`src/rtl/sys_ctrl_pkg.sv`:
```
// Shared types and default geometry for the systolic-array sequencer.
package sys_ctrl_pkg;

    localparam int H_DEF  = 32;
    localparam int W_DEF  = 32;
    localparam int KW_DEF = 16;

    typedef enum logic [2:0] {
        ST_IDLE,
        ST_LOAD_W,
        ST_COMPUTE,
        ST_DRAIN,
        ST_DONE
    } state_e;

endpackage

```
`src/rtl/sys_seq_ctrl_if.sv`:
```
// Job-control, weight and activation handshake bundle for sys_seq_ctrl.
interface sys_seq_ctrl_if
    import sys_ctrl_pkg::*;
#(
    parameter int H  = H_DEF,
    parameter int KW = KW_DEF
);

    // job control
    logic                 start;
    logic                 reuse_w;
    logic [KW-1:0]        k_len;
    logic                 abort;
    // weight-row and activation-vector handshakes
    logic                 w_valid;
    logic                 w_ready;
    logic                 a_valid;
    logic                 a_ready;
    // array mode controls and status
    logic                 load_w;
    logic [$clog2(H)-1:0] row_sel;
    logic                 compute_en;
    logic                 drain_en;
    logic                 busy;
    logic                 done;
    logic                 w_resident;

    modport master (
        output start, reuse_w, k_len, abort, w_valid, a_valid,
        input  w_ready, a_ready, load_w, row_sel, compute_en, drain_en,
               busy, done, w_resident
    );

    modport slave (
        input  start, reuse_w, k_len, abort, w_valid, a_valid,
        output w_ready, a_ready, load_w, row_sel, compute_en, drain_en,
               busy, done, w_resident
    );

endinterface

```
`src/rtl/sys_cnt.sv`:
```
// Up-counter with synchronous clear and terminal-count compare.
module sys_cnt #(
    parameter int WIDTH = 4
) (
    input  logic             clk,
    input  logic             rst,
    input  logic             clr,
    input  logic             en,
    input  logic [WIDTH-1:0] tc_val,
    output logic [WIDTH-1:0] cnt,
    output logic             tc
);

    logic [WIDTH-1:0] cnt_q, cnt_d;

    // clear has priority over increment
    always_comb begin
        cnt_d = cnt_q;
        if (clr)
            cnt_d = '0;
        else if (en)
            cnt_d = cnt_q + WIDTH'(1);
    end

    // count register
    always_ff @(posedge clk or negedge rst) begin
        if (!rst)
            cnt_q <= '0;
        else
            cnt_q <= cnt_d;
    end

    assign cnt = cnt_q;
    assign tc  = (cnt_q == tc_val);

endmodule

```
`src/rtl/sys_seq_ctrl.sv`:
```
// Job sequencer for a systolic array: weight load, compute, drain, done.
module sys_seq_ctrl
    import sys_ctrl_pkg::*;
#(
    parameter int H  = H_DEF,
    parameter int W  = W_DEF,
    parameter int KW = KW_DEF
) (
    input  logic           clk,
    input  logic           rst,
    sys_seq_ctrl_if.slave  bus
);

    localparam int RW = $clog2(H);
    // drain count runs 0..H+W-2
    localparam int DW = $clog2(H + W - 1);
    localparam logic [RW-1:0] ROW_LAST   = RW'(H - 1);
    localparam logic [DW-1:0] DRAIN_LAST = DW'(H + W - 2);

    state_e        state_q, state_d;
    logic [KW-1:0] k_len_q, k_len_d;
    logic          w_res_q, w_res_d;

    logic          in_idle;
    logic          w_beat, a_beat;
    logic [RW-1:0] row_cnt;
    logic          row_tc;
    logic [KW-1:0] beat_cnt;
    logic          beat_tc;
    logic [DW-1:0] drain_cnt;
    logic          drain_tc;

    assign in_idle = (state_q == ST_IDLE);
    assign w_beat  = (state_q == ST_LOAD_W)  && bus.w_valid;
    assign a_beat  = (state_q == ST_COMPUTE) && bus.a_valid;

    // weight row pointer; wraps to 0 after the last row
    sys_cnt #(.WIDTH(RW)) u_row_cnt (
        .clk    (clk),
        .rst    (rst),
        .clr    (bus.abort || (w_beat && row_tc)),
        .en     (w_beat),
        .tc_val (ROW_LAST),
        .cnt    (row_cnt),
        .tc     (row_tc)
    );

    // activation beats; tc marks the beat that brings the count to k_len
    sys_cnt #(.WIDTH(KW)) u_beat_cnt (
        .clk    (clk),
        .rst    (rst),
        .clr    (bus.abort || (a_beat && beat_tc)),
        .en     (a_beat),
        .tc_val (k_len_q - KW'(1)),
        .cnt    (beat_cnt),
        .tc     (beat_tc)
    );

    // drain cycles while skewed partial sums leave the array
    sys_cnt #(.WIDTH(DW)) u_drain_cnt (
        .clk    (clk),
        .rst    (rst),
        .clr    (bus.abort || ((state_q == ST_DRAIN) && drain_tc)),
        .en     (state_q == ST_DRAIN),
        .tc_val (DRAIN_LAST),
        .cnt    (drain_cnt),
        .tc     (drain_tc)
    );

    // next-state, job length latch and resident-weight tracking
    always_comb begin
        state_d = state_q;
        k_len_d = k_len_q;
        w_res_d = w_res_q;
        unique case (state_q)
            ST_IDLE: begin
                if (bus.abort) begin
                    w_res_d = 1'b0;
                end else if (bus.start) begin
                    k_len_d = bus.k_len;
                    if (bus.reuse_w && w_res_q) begin
                        state_d = (bus.k_len == '0) ? ST_DONE : ST_COMPUTE;
                    end else begin
                        // a partially overwritten array holds no valid set
                        state_d = ST_LOAD_W;
                        w_res_d = 1'b0;
                    end
                end
            end
            ST_LOAD_W: begin
                if (w_beat && row_tc) begin
                    w_res_d = 1'b1;
                    state_d = (k_len_q == '0) ? ST_DONE : ST_COMPUTE;
                end
            end
            ST_COMPUTE: begin
                if (a_beat && beat_tc)
                    state_d = ST_DRAIN;
            end
            ST_DRAIN: begin
                if (drain_tc)
                    state_d = ST_DONE;
            end
            ST_DONE: begin
                state_d = ST_IDLE;
            end
            default: begin
                state_d = ST_IDLE;
            end
        endcase
        // cancel overrides any progress and invalidates the weights
        if (bus.abort && !in_idle) begin
            state_d = ST_IDLE;
            w_res_d = 1'b0;
        end
    end

    // state, latched job length and resident flag
    always_ff @(posedge clk or negedge rst) begin
        if (!rst) begin
            state_q <= ST_IDLE;
            k_len_q <= '0;
            w_res_q <= 1'b0;
        end else begin
            state_q <= state_d;
            k_len_q <= k_len_d;
            w_res_q <= w_res_d;
        end
    end

    // mode outputs decode from state; compute_en follows the live handshake
    assign bus.load_w     = (state_q == ST_LOAD_W);
    assign bus.w_ready    = (state_q == ST_LOAD_W);
    assign bus.a_ready    = (state_q == ST_COMPUTE);
    assign bus.compute_en = bus.a_valid && bus.a_ready;
    assign bus.drain_en   = (state_q == ST_DRAIN);
    assign bus.busy       = !in_idle;
    assign bus.done       = (state_q == ST_DONE);
    assign bus.w_resident = w_res_q;
    assign bus.row_sel    = row_cnt;

endmodule

```
`src/flat_wrapper.sv`:
```
// flat-port wrapper written by rule: the top's interface ports become plain ports
module sys_seq_ctrl_flat import sys_ctrl_pkg::*;
#(
    parameter int H  = H_DEF,
    parameter int W  = W_DEF,
    parameter int KW = KW_DEF
)
  (clk, rst, bus_start, bus_reuse_w, bus_k_len, bus_abort, bus_w_valid, bus_a_valid, bus_w_ready, bus_a_ready, bus_load_w, bus_row_sel, bus_compute_en, bus_drain_en, bus_busy, bus_done, bus_w_resident);
  sys_seq_ctrl_if #(.H(H), .KW(KW)) bus_i ();
  input  logic clk;
  input  logic rst;
  input wire logic [$bits(bus_i.start)-1:0] bus_start;
  input wire logic [$bits(bus_i.reuse_w)-1:0] bus_reuse_w;
  input wire logic [$bits(bus_i.k_len)-1:0] bus_k_len;
  input wire logic [$bits(bus_i.abort)-1:0] bus_abort;
  input wire logic [$bits(bus_i.w_valid)-1:0] bus_w_valid;
  input wire logic [$bits(bus_i.a_valid)-1:0] bus_a_valid;
  output wire logic [$bits(bus_i.w_ready)-1:0] bus_w_ready;
  output wire logic [$bits(bus_i.a_ready)-1:0] bus_a_ready;
  output wire logic [$bits(bus_i.load_w)-1:0] bus_load_w;
  output wire logic [$bits(bus_i.row_sel)-1:0] bus_row_sel;
  output wire logic [$bits(bus_i.compute_en)-1:0] bus_compute_en;
  output wire logic [$bits(bus_i.drain_en)-1:0] bus_drain_en;
  output wire logic [$bits(bus_i.busy)-1:0] bus_busy;
  output wire logic [$bits(bus_i.done)-1:0] bus_done;
  output wire logic [$bits(bus_i.w_resident)-1:0] bus_w_resident;
  assign bus_i.start = bus_start;
  assign bus_i.reuse_w = bus_reuse_w;
  assign bus_i.k_len = bus_k_len;
  assign bus_i.abort = bus_abort;
  assign bus_i.w_valid = bus_w_valid;
  assign bus_i.a_valid = bus_a_valid;
  assign bus_w_ready = bus_i.w_ready;
  assign bus_a_ready = bus_i.a_ready;
  assign bus_load_w = bus_i.load_w;
  assign bus_row_sel = bus_i.row_sel;
  assign bus_compute_en = bus_i.compute_en;
  assign bus_drain_en = bus_i.drain_en;
  assign bus_busy = bus_i.busy;
  assign bus_done = bus_i.done;
  assign bus_w_resident = bus_i.w_resident;
  sys_seq_ctrl #(.H(H), .W(W), .KW(KW)) u_core (.clk(clk), .rst(rst), .bus(bus_i));
endmodule
```
`config.mk`:
```
export PLATFORM = sky130hd
export DESIGN_NAME = sys_seq_ctrl_flat
export DESIGN_NICKNAME = d
export VERILOG_FILES = /design/src/rtl/sys_ctrl_pkg.sv /design/src/rtl/sys_seq_ctrl_if.sv /design/src/rtl/sys_cnt.sv /design/src/rtl/sys_seq_ctrl.sv /design/src/flat_wrapper.sv
export SDC_FILE = /design/constraint.sdc
export NUM_CORES = 1
export LEC_CHECK = 0
export ABC_AREA = 1
export BUFFER_PORTS_ARGS = -buffer_cell sky130_fd_sc_hd__buf_2
export CAP_MARGIN = 5
export CORE_ASPECT_RATIO = 0.75
export CORE_MARGIN = 1
export CORE_UTILIZATION = 25
export CTS_CLUSTER_DIAMETER = 30
export CTS_CLUSTER_SIZE = 25
export DETAILED_ROUTE_END_ITERATION = 10
export PLACE_DENSITY = 0.47
export SLEW_MARGIN = 20
export SYNTH_ARGS = -nofsm -noshare
export SYNTH_HDL_FRONTEND = slang
export SYNTH_SLANG_ARGS = --single-unit
```
`constraint.sdc`:
```
create_clock -name clk -period 2.4 [get_ports clk]
set_input_delay 0.12 -clock clk [delete_from_list [all_inputs] [get_ports clk]]
set_output_delay 0.12 -clock clk [all_outputs]
set_load 0.005 [all_outputs]
```
==> key figures <==
Synthesis
  • Synth Warn #: 0
  • Yosys top cell by area: dfrtp_1
  • Top post-synthesis cells by area: dfrtp_1 38%, nand2_1 13%, inv_1 8.8%
  • Mapped Nets: between 400 and 500
  • Seq/Total Area, Yosys: 0.377
  • Synth Register Bits: 47
  • Area of the mapped netlist: 3120 um^2
  • Synth cell types: 35
  • Synth Instances: 439
  • Post-Syn Area per Cell: 7.11 um^2
  • Synth top area share: 0.377

Worst setup path
  • Critical path type: reg -> reg
  • Crit path top cell by count: nand2_1
  • Worst path cell trace: inv_1 > ha_2 > nand2_2 > nor2_2 > nand2_1 > nand3_1 > nand2_1 > nor2_1 > nand2_1 > nor2_1 > nand3_2 > nand2_2 > nand2_1 > nand2_1 > nand2_1
  • CP top delay family: simple AND/OR/NAND/NOR gates
  • Crit path launch type: flip-flop
  • Crit path max fanout: 6
  • Required @ worst endpoint: about 2.6 ns
  • Crit. End Element: flip-flop
  • Max incr delay on CP: 0.43 ns
  • Worst path buffer plus inverter count: 1
  • Crit-path slowest cell: dfrtp_1
  • WP data arrival: 2.38 ns

Detailed routing
  • Final ANT Viol Nets: 0
  • Vias: 2810
  • Routed wire length: ~8100 um
  • Drt wl/cell: ~13 um
  • Pre-Repair DR Iteration Count: 4
  • Drt initial violations: 160
  • # DRC: 0
  • Vias/cell: 4.37

Clocking
  • Total CTS buffers: 5
  • Clock root buffer: clkbuf_16
  • CTS tree: built
  • Clock buffer depth: 2
  • Clock Sinks: 47
  • # H-tree levels: 2
  • Later-pin clock latency in the skew report: 0.30 ns
  • Clock transition at the registers of the reported paths: 0.07 ns

Timing
  • Minimum clock period: 2.20 ns
  • Worst-margin pin slew: 0.643 ns
  • # setup viols final: 0
  • Headroom to the max-slew limit: 0.571
  • RSZ-0062 raised after global routing: no
  • Period utilization: 0.915
  • Worst setup margin: 0.203 ns
  • Hold Violations, Final: 0
  • Max-slew violation count: 0
  • Clk_skew: 0.00609 ns
  • Setup TNS Final: 0 ns
  • Maximum operating frequency: 455 MHz
  • Worst hold slack: between 0.07 and 0.08 ns

Finish
  • # diodes: 0
  • Final core utilization: 0.308
  • Final net count: 510
  • # fillers: ~1300
  • Non-filler cells, final: around 640
  • Commonest non-fill, non-tap cell in the layout: nand2_1
  • Share of cells above drive strength 1: 0.137
  • Most frequent cells in the layout: 106 x nand2_1, 73 x inv_1, 55 x nor2_1
  • Area growth syn-to-layout: 17.2%

Global routing
  • Global-route usage over all layers: 0.139
  • Vias in the first global route: 2692
  • Grt ovf: 0
  • First-pass GRT wire length: 13800 um
  • Largest net degree at the start of global routing: 48
  • Initial antenna violation count: 0

Power
  • PwrDens: 906 nW/um^2
  • Max VDD drop: 426 uV
  • Cell leakage power: about 1.8 nW

Floorplanning
  • Std cell rows: 34
  • Core Box Area: 11900 um^2
  • Starting density of the core: 0.263
  • Die width: 131 um
  • I/O pin cnt: 36
  • Die Y: 98.8 um
  • Die ar.: 12900 um^2

Placement
  • Placed cells: about 630
  • GP Congestion: 0.862
  • PortBufs: 35
  • Post-DP HPWL: around 6300 um
  • Place WS: around 0.16 ns

Run status
  • Status: finished clean

Flow run
  • Max-cap viol count: 0

Worst hold path
  • Worst Hold Class: in -> reg
## report_power, final
part	switching, mW	internal, mW
sequential	0.238	0.966
combinational	0.854	0.548
clock	0.321	0.386
total	1.41	1.90
## path summary, 6_finish.rpt
check / cells after the start / startpoint / to / slack, ns
worst max register to register: 15 / u_core.k_len_q[0] / u_core.state_q[1] / 0.20
min in group asynchronous: 3 / rst / u_core.u_beat_cnt.cnt[2] / 0.48
max in group asynchronous: 3 / rst / u_core.u_row_cnt.cnt[0] / 1.49
worst max-delay path: 15 / u_core.k_len_q[0] / u_core.state_q[1] / 0.20
worst min-delay path: 2 / bus_k_len[15] / u_core.k_len_q[15] / 0.07
worst min register to register: 1 / u_core.u_row_cnt.cnt[0] / u_core.u_row_cnt.cnt[0] / 0.53
## registers in the layout (all words and copies together) (netlist names)
name,count
u_core.u_drain_cnt.cnt,6
u_core.state_q,3
u_core.u_row_cnt.cnt,5
u_core.u_beat_cnt.cnt,16
u_core.k_len_q,16
u_core.bus.w_resident,1
## synth_stat cells, drive strengths merged
master   number
a31oi         1
o31ai         1
nor2         61
a21oi         6
ha            7
nand2       110
nand3        27
nand3b        6
a211oi        1
nor3         16
inv          74
mux2          1
o2111ai       1
dfrtp        47
nor3b         2
o21ai        25
buf           2
nand2b        1
and3          1
nand4         7
clkbuf        5
or2           1
xnor2        13
nor4b         1
nor4          8
xor2         14
## timing repair
action                                 in CTS  in global routing
resized for setup                           0                  2
setup buffers                               0                  0
endpoints found under the hold margin      47                  0
hold buffers                                1                  0
setup endpoints to repair                   0                 11
## layout make-up
| type | instances | area [um^2] | share of cell area |
|---|---|---|---|
| Clock inverter | 2 | 12.5 | 0.00342 |
| Tap cell | 162 | 203 | 0.0554 |
| Multi-Input combinational cell | 311 | 1640 | 0.447 |
| Clock buffer | 6 | 129 | 0.0352 |
| Timing Repair Buffer | 41 | 223 | 0.0609 |
| Sequential cell | 47 | 1180 | 0.322 |
| Inverter | 74 | 278 | 0.0759 |
## metal layers
metal / track usage / routed length [um]
met1: 0.214 / 4440
met2: 0.190 / 3090
met3: 0.0293 / 411
met4: 0.0380 / 112
met5: 0 / 0
## per-stage QoR
| stage | area, um^2 | power (mW) |
|---|---|---|
| after floorplan | 3120 | 2.21 |
| after global placement | 3500 | 2.62 |
| after detailed placement | 3500 | 2.62 |
| after CTS | 3650 | 3.34 |
| after global routing | 3660 | 3.64 |
| final | 3660 | 3.31 |
## cell families after synthesis
family | share of synthesized area
xor gates and xnor gates | 0.0758
AOI/OAI and AO/OA | 0.0606
buffers and inverters | 0.101
muxes | 0.00361
and+or+nand+nor | 0.354
DFF | 0.377
adders and majority gates | 0.0281
Power figures use the tool's default switching activity.
